`src/rtl/ysyx_22040895_mdu_seq.sv`:
```
// RV64M multiply/divide sequencer: radix-2 shift-add multiplier and restoring divider, one bit per cycle.
// Latency: result valid ITER cycles after accept (64, or 32 for *W), next cycle for div-by-zero/overflow/illegal.
module ysyx_22040895_mdu_seq #(
  parameter int XLEN = 64
) (
  input  logic            clk,
  input  logic            rst,
  input  logic            req_valid_i,
  output logic            req_ready_o,
  input  logic [3:0]      mduop_i,
  input  logic            wordop_i,
  input  logic [XLEN-1:0] op1_i,
  input  logic [XLEN-1:0] op2_i,
  input  logic            flush_i,
  output logic            resp_valid_o,
  input  logic            resp_ready_i,
  output logic [XLEN-1:0] result_o,
  output logic            busy_o
);

  localparam int CW = $clog2(XLEN + 1);

  typedef enum logic [1:0] {S_IDLE, S_MUL, S_DIV, S_DONE} state_t;

  function automatic logic [XLEN-1:0] sext32(input logic [31:0] v);
    return {{(XLEN-32){v[31]}}, v};
  endfunction

  state_t              state;
  logic [3:0]          op_q;
  logic                word_q;
  logic                neg_q;
  logic                rneg_q;
  logic [CW-1:0]       cnt;
  logic [2*XLEN-1:0]   prod;
  logic [2*XLEN-1:0]   mcand;
  logic [XLEN-1:0]     mplier;
  logic [XLEN-1:0]     rem;
  logic [XLEN-1:0]     quot;
  logic [XLEN-1:0]     dvsr;

  logic                is_mul, is_div, op_legal, s1_signed, s2_signed;
  logic                a_neg, b_neg, div_zero, div_ovf;
  logic [XLEN-1:0]     op1_x, op2_x, a_mag, b_mag, min_w, spec_res;

  always_comb begin
    is_mul    = (mduop_i >= 4'd1) && (mduop_i <= 4'd4);
    is_div    = (mduop_i >= 4'd5) && (mduop_i <= 4'd8);
    op_legal  = (is_mul || is_div) && !(wordop_i && (mduop_i inside {4'd2, 4'd3, 4'd4}));
    s1_signed = mduop_i inside {4'd1, 4'd2, 4'd3, 4'd5, 4'd7};
    s2_signed = mduop_i inside {4'd1, 4'd2, 4'd5, 4'd7};
    op1_x     = op1_i;
    op2_x     = op2_i;
    if (wordop_i) begin
      op1_x = s1_signed ? sext32(op1_i[31:0]) : {{(XLEN-32){1'b0}}, op1_i[31:0]};
      op2_x = s2_signed ? sext32(op2_i[31:0]) : {{(XLEN-32){1'b0}}, op2_i[31:0]};
    end
    a_neg    = s1_signed & op1_x[XLEN-1];
    b_neg    = s2_signed & op2_x[XLEN-1];
    a_mag    = a_neg ? -op1_x : op1_x;
    b_mag    = b_neg ? -op2_x : op2_x;
    min_w    = wordop_i ? {{(XLEN-31){1'b1}}, {31{1'b0}}} : {1'b1, {(XLEN-1){1'b0}}};
    div_zero = (op2_x == '0);
    // only div/rem are signed on both operands among the divide ops
    div_ovf  = is_div && s2_signed && (op1_x == min_w) && (op2_x == '1);
    if (mduop_i == 4'd5 || mduop_i == 4'd6) spec_res = div_zero ? '1 : op1_x;
    else                                     spec_res = div_zero ? op1_x : '0;
  end

  logic [2*XLEN-1:0] prod_nx, prod_fix;
  logic [XLEN:0]     rem_sh, diff;
  logic              ge;
  logic [XLEN-1:0]   rem_nx, quot_nx, q_fix, r_fix, mul_res, div_res, fin;

  always_comb begin
    prod_nx  = prod + (mplier[0] ? mcand : '0);
    rem_sh   = {rem, quot[XLEN-1]};
    diff     = rem_sh - {1'b0, dvsr};
    // rem_sh < 2*dvsr, so the top bit of the difference is a true sign bit
    ge       = !diff[XLEN];
    rem_nx   = ge ? diff[XLEN-1:0] : rem_sh[XLEN-1:0];
    quot_nx  = {quot[XLEN-2:0], ge};
    prod_fix = neg_q ? -prod_nx : prod_nx;
    mul_res  = (op_q == 4'd1) ? prod_fix[XLEN-1:0] : prod_fix[2*XLEN-1:XLEN];
    q_fix    = neg_q ? -quot_nx : quot_nx;
    r_fix    = rneg_q ? -rem_nx : rem_nx;
    div_res  = (op_q == 4'd5 || op_q == 4'd6) ? q_fix : r_fix;
    fin      = (state == S_MUL) ? mul_res : div_res;
    if (word_q) fin = sext32(fin[31:0]);
  end

  always_ff @(posedge clk or negedge rst) begin
    if (!rst) begin
      state        <= S_IDLE;
      req_ready_o  <= 1'b1;
      resp_valid_o <= 1'b0;
      busy_o       <= 1'b0;
      result_o     <= '0;
      op_q         <= '0;
      word_q       <= 1'b0;
      neg_q        <= 1'b0;
      rneg_q       <= 1'b0;
      cnt          <= '0;
      prod         <= '0;
      mcand        <= '0;
      mplier       <= '0;
      rem          <= '0;
      quot         <= '0;
      dvsr         <= '0;
    end else if (flush_i) begin
      state        <= S_IDLE;
      req_ready_o  <= 1'b1;
      resp_valid_o <= 1'b0;
      busy_o       <= 1'b0;
      cnt          <= '0;
    end else begin
      case (state)
        S_IDLE: if (req_valid_i) begin
          op_q        <= mduop_i;
          word_q      <= wordop_i;
          neg_q       <= a_neg ^ b_neg;
          rneg_q      <= a_neg;
          req_ready_o <= 1'b0;
          busy_o      <= 1'b1;
          if (!op_legal) begin
            state        <= S_DONE;
            resp_valid_o <= 1'b1;
            result_o     <= '0;
          end else if (is_div && (div_zero || div_ovf)) begin
            state        <= S_DONE;
            resp_valid_o <= 1'b1;
            result_o     <= wordop_i ? sext32(spec_res[31:0]) : spec_res;
          end else begin
            state  <= is_mul ? S_MUL : S_DIV;
            cnt    <= wordop_i ? CW'(32) : CW'(XLEN);
            prod   <= '0;
            mcand  <= {{XLEN{1'b0}}, a_mag};
            mplier <= b_mag;
            rem    <= '0;
            // word dividends are pre-aligned so their top bit is consumed first
            quot   <= wordop_i ? {a_mag[31:0], {(XLEN-32){1'b0}}} : a_mag;
            dvsr   <= b_mag;
          end
        end
        S_MUL: begin
          prod   <= prod_nx;
          mcand  <= mcand << 1;
          mplier <= mplier >> 1;
          cnt    <= cnt - 1'b1;
          if (cnt == CW'(1)) begin
            state        <= S_DONE;
            resp_valid_o <= 1'b1;
            result_o     <= fin;
          end
        end
        S_DIV: begin
          rem  <= rem_nx;
          quot <= quot_nx;
          cnt  <= cnt - 1'b1;
          if (cnt == CW'(1)) begin
            state        <= S_DONE;
            resp_valid_o <= 1'b1;
            result_o     <= fin;
          end
        end
        default: if (resp_ready_i) begin
          state        <= S_IDLE;
          resp_valid_o <= 1'b0;
          req_ready_o  <= 1'b1;
          busy_o       <= 1'b0;
        end
      endcase
    end
  end

endmodule
```
`config.mk`:
```
export PLATFORM = sky130hd
export DESIGN_NAME = ysyx_22040895_mdu_seq
export DESIGN_NICKNAME = d
export VERILOG_FILES = /design/src/rtl/ysyx_22040895_mdu_seq.sv
export SDC_FILE = /design/constraint.sdc
export NUM_CORES = 2
export LEC_CHECK = 0
export BUFFER_PORTS_ARGS = -buffer_cell sky130_fd_sc_hd__buf_2
export CAP_MARGIN = 15
export CORE_ASPECT_RATIO = 1.75
export CORE_MARGIN = 1.5
export CORE_UTILIZATION = 50
export CTS_CLUSTER_SIZE = 28
export DETAILED_ROUTE_END_ITERATION = 8
export PLACE_DENSITY_LB_ADDON = 0.05
export SLEW_MARGIN = 40
export SYNTH_ARGS = -nofsm -noshare
export SYNTH_HDL_FRONTEND = slang
export SYNTH_SLANG_ARGS = --single-unit
```
`constraint.sdc`:
```
create_clock -name clk -period 13.72 [get_ports clk]
set_input_delay 2.744 -clock clk [delete_from_list [all_inputs] [get_ports clk]]
set_output_delay 2.744 -clock clk [all_outputs]
set_load 0.02 [all_outputs]
```
==> results of run 1 <==
metrics by stage:
stage                     worst slack, ns  hold slack [ns]  utilization (%)  cell area [um^2]  cells
after detailed placement             4.25            0.465             52.6             58500   8893
after CTS                            4.96            0.479             54.8             60900   9017
after global placement               4.17            0.453             52.2             58000   8888
after floorplan                      6.47            0.449                -             55800   7579
cell families after synthesis:
group / share of synthesized area [%]
AO/OA/AOI/OAI: 28.6
multiplexers: 2.02
AND/OR/NAND/NOR: 26.3
XOR/XNOR: 6.60
adder cells (fa/ha/maj): 5.19
buffers and inverters: 4.63
flip-flops: 26.7
layer usage:
layer | track usage [%] | GRT overflow
met5 | 0.385 | 0
met4 | 66.4 | 8
met3 | 24.3 | 0
met2 | 86.8 | 3
met1 | 51.5 | 0
==> metrics, run 1 <==
status=stopped before the end; Halt Stage=5_1_grt; stop err=[ERROR GRT-0116] Global routing finished with congestion. Check the congestion regions in the DRC Viewer.; Mapped Cells=7579; CTS max path bufs=3; Die X=about 260 um; dominant cell by count in the synthesized netlist=nand2_1; sequential area share after synthesis=26.7%; row count=162; # resized after CTS=0; PortBufs=204; Initial Utilization=50.3%; postcts setup bufs=0; synth top area cells=dfrtp_1, o21ai_0, a21oi_1, nand2_1, nor2_1; ys async rst share=100%; Most used DFF post-synth=dfrtp_1; # IOs=205; top cells by count, synth=nand2_1, nor2_1, o21ai_0, a21oi_1, dfrtp_1; number of CTS-inserted buffers=68; post-synthesis cell type count=around 120; largest net degree at the start of global routing=144; DP HPWL=239 mm; CTS Root Cell=clkbuf_16; vias in the first global route=65400; hold buffer count at cts=0; synthesis-stage register bit count=roughly 600; Synth Cell Area=55800 um^2; Syn Nets=7922; RePlAce Congestion=1.24; Die Span Y=445 um; leading area contributor after synthesis=dfrtp_1; total track usage=between 50% and 60%; first-pass GRT wire length=466 mm; H-tree levels=3; Congestion Overflow GR=11; Post-synth EDFFs=0; Yosys warning count=0; syn_area_per_cell=approximately 7.4 um^2; top cell type's share of synthesized area=a little over a quarter; Sink Count=595
==> inputs of run 2 (changes only) <==
CORE_ASPECT_RATIO = unset   (was 1.75)
CORE_UTILIZATION = 35   (was 50)
CTS_CLUSTER_SIZE = unset   (was 28)
PLACE_DENSITY_LB_ADDON = 0.15   (was 0.05)
==> metrics, run 2 <==
Post-synth EDFFs=0 (unchanged); max_slew headroom=about a third; sequential area share after synthesis=26.7% (unchanged); synthesis-stage register bit count=595 (unchanged); final cell count without fillers=a little under 10000; Congestion Overflow GR=0; Most used DFF post-synth=dfrtp_1 (unchanged); Worst Setup End Kind=flip-flop; routed vias/inst=6.29; Worst IR Drop VDD=123 uV; postcts setup bufs=0 (unchanged); CTS tree=done; RePlAce Congestion=1.07 (was 1.24); Synth Cell Area=55800 um^2 (unchanged); hold path startpoint=result_o[18]$_DFFE_PN0P_; Avg WL per Cell=30.0 um; Reg-to-Reg Start=mplier[0]$_DFFE_PN0P_; top cell type's share of synthesized area=26.6% (unchanged); final-report max-slew violation count=0; Seq pwr share=20.4%; DRT Wirelength=290 mm; combinational power share=63.4%; Syn Nets=7922 (unchanged); Final Setup Violations=0; cell count after placement=9486 (was 8893); die area=about 160000 um^2; clk_lat worst skew=0.75 ns; total track usage=34.6%; Initial Utilization=35.3% (was 50.3%); vias in the first global route=57600; nets=7845; largest net degree at the start of global routing=193; top cells by count, synth=nand2_1, nor2_1, o21ai_0, a21oi_1, dfrtp_1 (unchanged); post-route ant nets=0; number of CTS-inserted buffers=82 (was 68); reg-to-reg critical path endpoint=result_o[19]$_DFFE_PN0P_; Hold EP=result_o[18]$_DFFE_PN0P_; leading area contributor after synthesis=dfrtp_1 (unchanged); CTS Root Cell=clkbuf_16 (unchanged); worst slew pin tran=0.983 ns; Static Leak=25.4 nW; ys async rst share=100% (unchanged); most common cell after layout, fill and taps aside=nand2_1; dominant cell by count in the synthesized netlist=nand2_1 (unchanged); Die Span Y=402 um (was 445 um); arrival time worst endpoint=between 9 and 10 ns; Peak Freq=0.116 GHz; Min-Delay Path Depth=2; period utilization=62.8%; Die X=402 um (was 256 um); PortBufs=204 (unchanged); flop-to-flop setup slack=approximately 5.5 ns; hold slack=0.477 ns; DRC=0; hold buffer count at cts=0 (unchanged); status=complete, no violations (was stopped before the end); H-tree levels=3 (unchanged); min-delay worst type=flip-flop to flip-flop; Fin Clk Skew=0.0712 ns; overall power=0.0144 W; Max Cap Viol=0; DP HPWL=229 mm (was 239 mm); Reg2Reg Depth=19; Fin. Hold Viols=0; layout cell share with drive strength beyond 1=10.1%; worst-path fanout max=192; vias=60800; Net Sw Frac=55.9%; Setup TNS Final=0 ns; clock group share of total power=16.2%; switching pwr=0.00806 W; crit path launch type=input port; most frequent cells in the layout=nand2_1, nor2_1, o21ai_0; Mapped Cells=7579 (unchanged); post-synthesis cell type count=124 (unchanged); Post-Place Worst Slack=4.42 ns (was 4.25 ns); unrepaired setup endpoints after global routing=no; synth top area cells=dfrtp_1, o21ai_0, a21oi_1, nand2_1, nor2_1 (unchanged); Reg clk slew, reported paths=0.06 ns; Yosys warning count=0 (unchanged); post-route setup slack=5.10 ns; Tmin final=8.62 ns; # resized after CTS=0 (unchanged); WS Path Type=input port to flip-flop; CTS max path bufs=3 (unchanged); syn_area_per_cell=7.37 um^2 (unchanged); critical path required time=14.25 ns; # IOs=205 (unchanged); initial antenna violation count=53; first-pass GRT wire length=around 410 mm; Core Area=158000 um^2; Area growth syn-to-layout=11.2%; Sink Count=595 (unchanged); Int Pwr=0.00636 W; Largest regs=mcand (128), prod (128); row count=146 (was 162); 1st-iter DRT viols=6672; Pwr Density=232 nW/um^2; DRT Pass-1 Iters=6
-- run 2: worst max path at each step --
stage / start / end / slack [ns] / cells after the start
floorplan: rem[10]$_DFFE_PN0P_ / result_o[62]$_DFFE_PN0P_ / 6.47 / 27
global placement: wordop_i / quot[63]$_DFFE_PN0P_ / 4.40 / 20
detailed placement: op2_i[19] / mcand[1]$_DFFE_PN0P_ / 4.42 / 18
CTS: op2_i[19] / prod[20]$_DFFE_PN0P_ / 5.15 / 18
global route: op2_i[19] / mcand[68]$_DFFE_PN0P_ / 4.69 / 19
finish: op2_i[19] / prod[64]$_DFFE_PN0P_ / 5.10 / 18
-- run 2: power groups by stage --
stage | clock (W) | sequential, W | combinational, W
floorplan | 0 | 0.00275 | 0.00548
global placement | 0 | 0.00294 | 0.00873
detailed placement | 0 | 0.00294 | 0.00879
CTS | 0.00238 | 0.00291 | 0.00884
global route | 0.00243 | 0.00299 | 0.00960
finish | 0.00234 | 0.00295 | 0.00914
-- run 2: area by class of cell --
class                   instances  area (um^2)
well taps                    2072         2590
multi-input cells            6322        38900
fillers                     16700        96300
flip-flops and latches        595        14900
inverters                     155          584
diodes                         22         55.1
clock buffers                 111         2310
repair buffers                346         2210
clock inverters                38          567
-- run 2: routing by layer --
layer	track usage (%)	part of all wire (%)
met1	42.3	40
met2	55.2	45
met3	7.68	7.9
met4	21.2	7.3
met5	0	0.12
-- run 2: logic make-up (layout without fill, tap and decap cells) --
logic type      after synthesis  in the layout  synth area share (%)
compound gates             2489           2489                  28.6
xor+xnor                    421            421                  6.60
fa+ha+maj                   237            237                  5.19
buf+inv                     662            650                  4.63
flops                       595            595                  26.7
mux                         111            111                  2.02
other cells                   0             22                     0
simple gates               3064           3064                  26.3
-- run 2: worst max-delay path, stage by stage --
cell      delay (ns)
buf_2           0.13
or4_1           0.65
nor4_1          0.47
nand3_1         0.21
nand3b_1        0.22
or3_1           0.49
nor4b_4         0.29
buf_4           0.43
a31o_2          0.23
o211a_1         0.16
nor3_1          0.04
o21bai_1        0.25
nand2_1         0.19
a21oi_4         0.17
nand2_4         0.61
buf_4           0.76
buf_12          0.60
o21ai_0         0.20
-- run 2: metrics by stage --
stage,cell area (um^2),util (%)
after floorplan,55800,-
after global placement,58700,37.0
after detailed placement,59000,37.2
after CTS,61900,39.1
after global routing,62000,39.2
final,62100,39.2
Power figures use the tool's default switching activity.
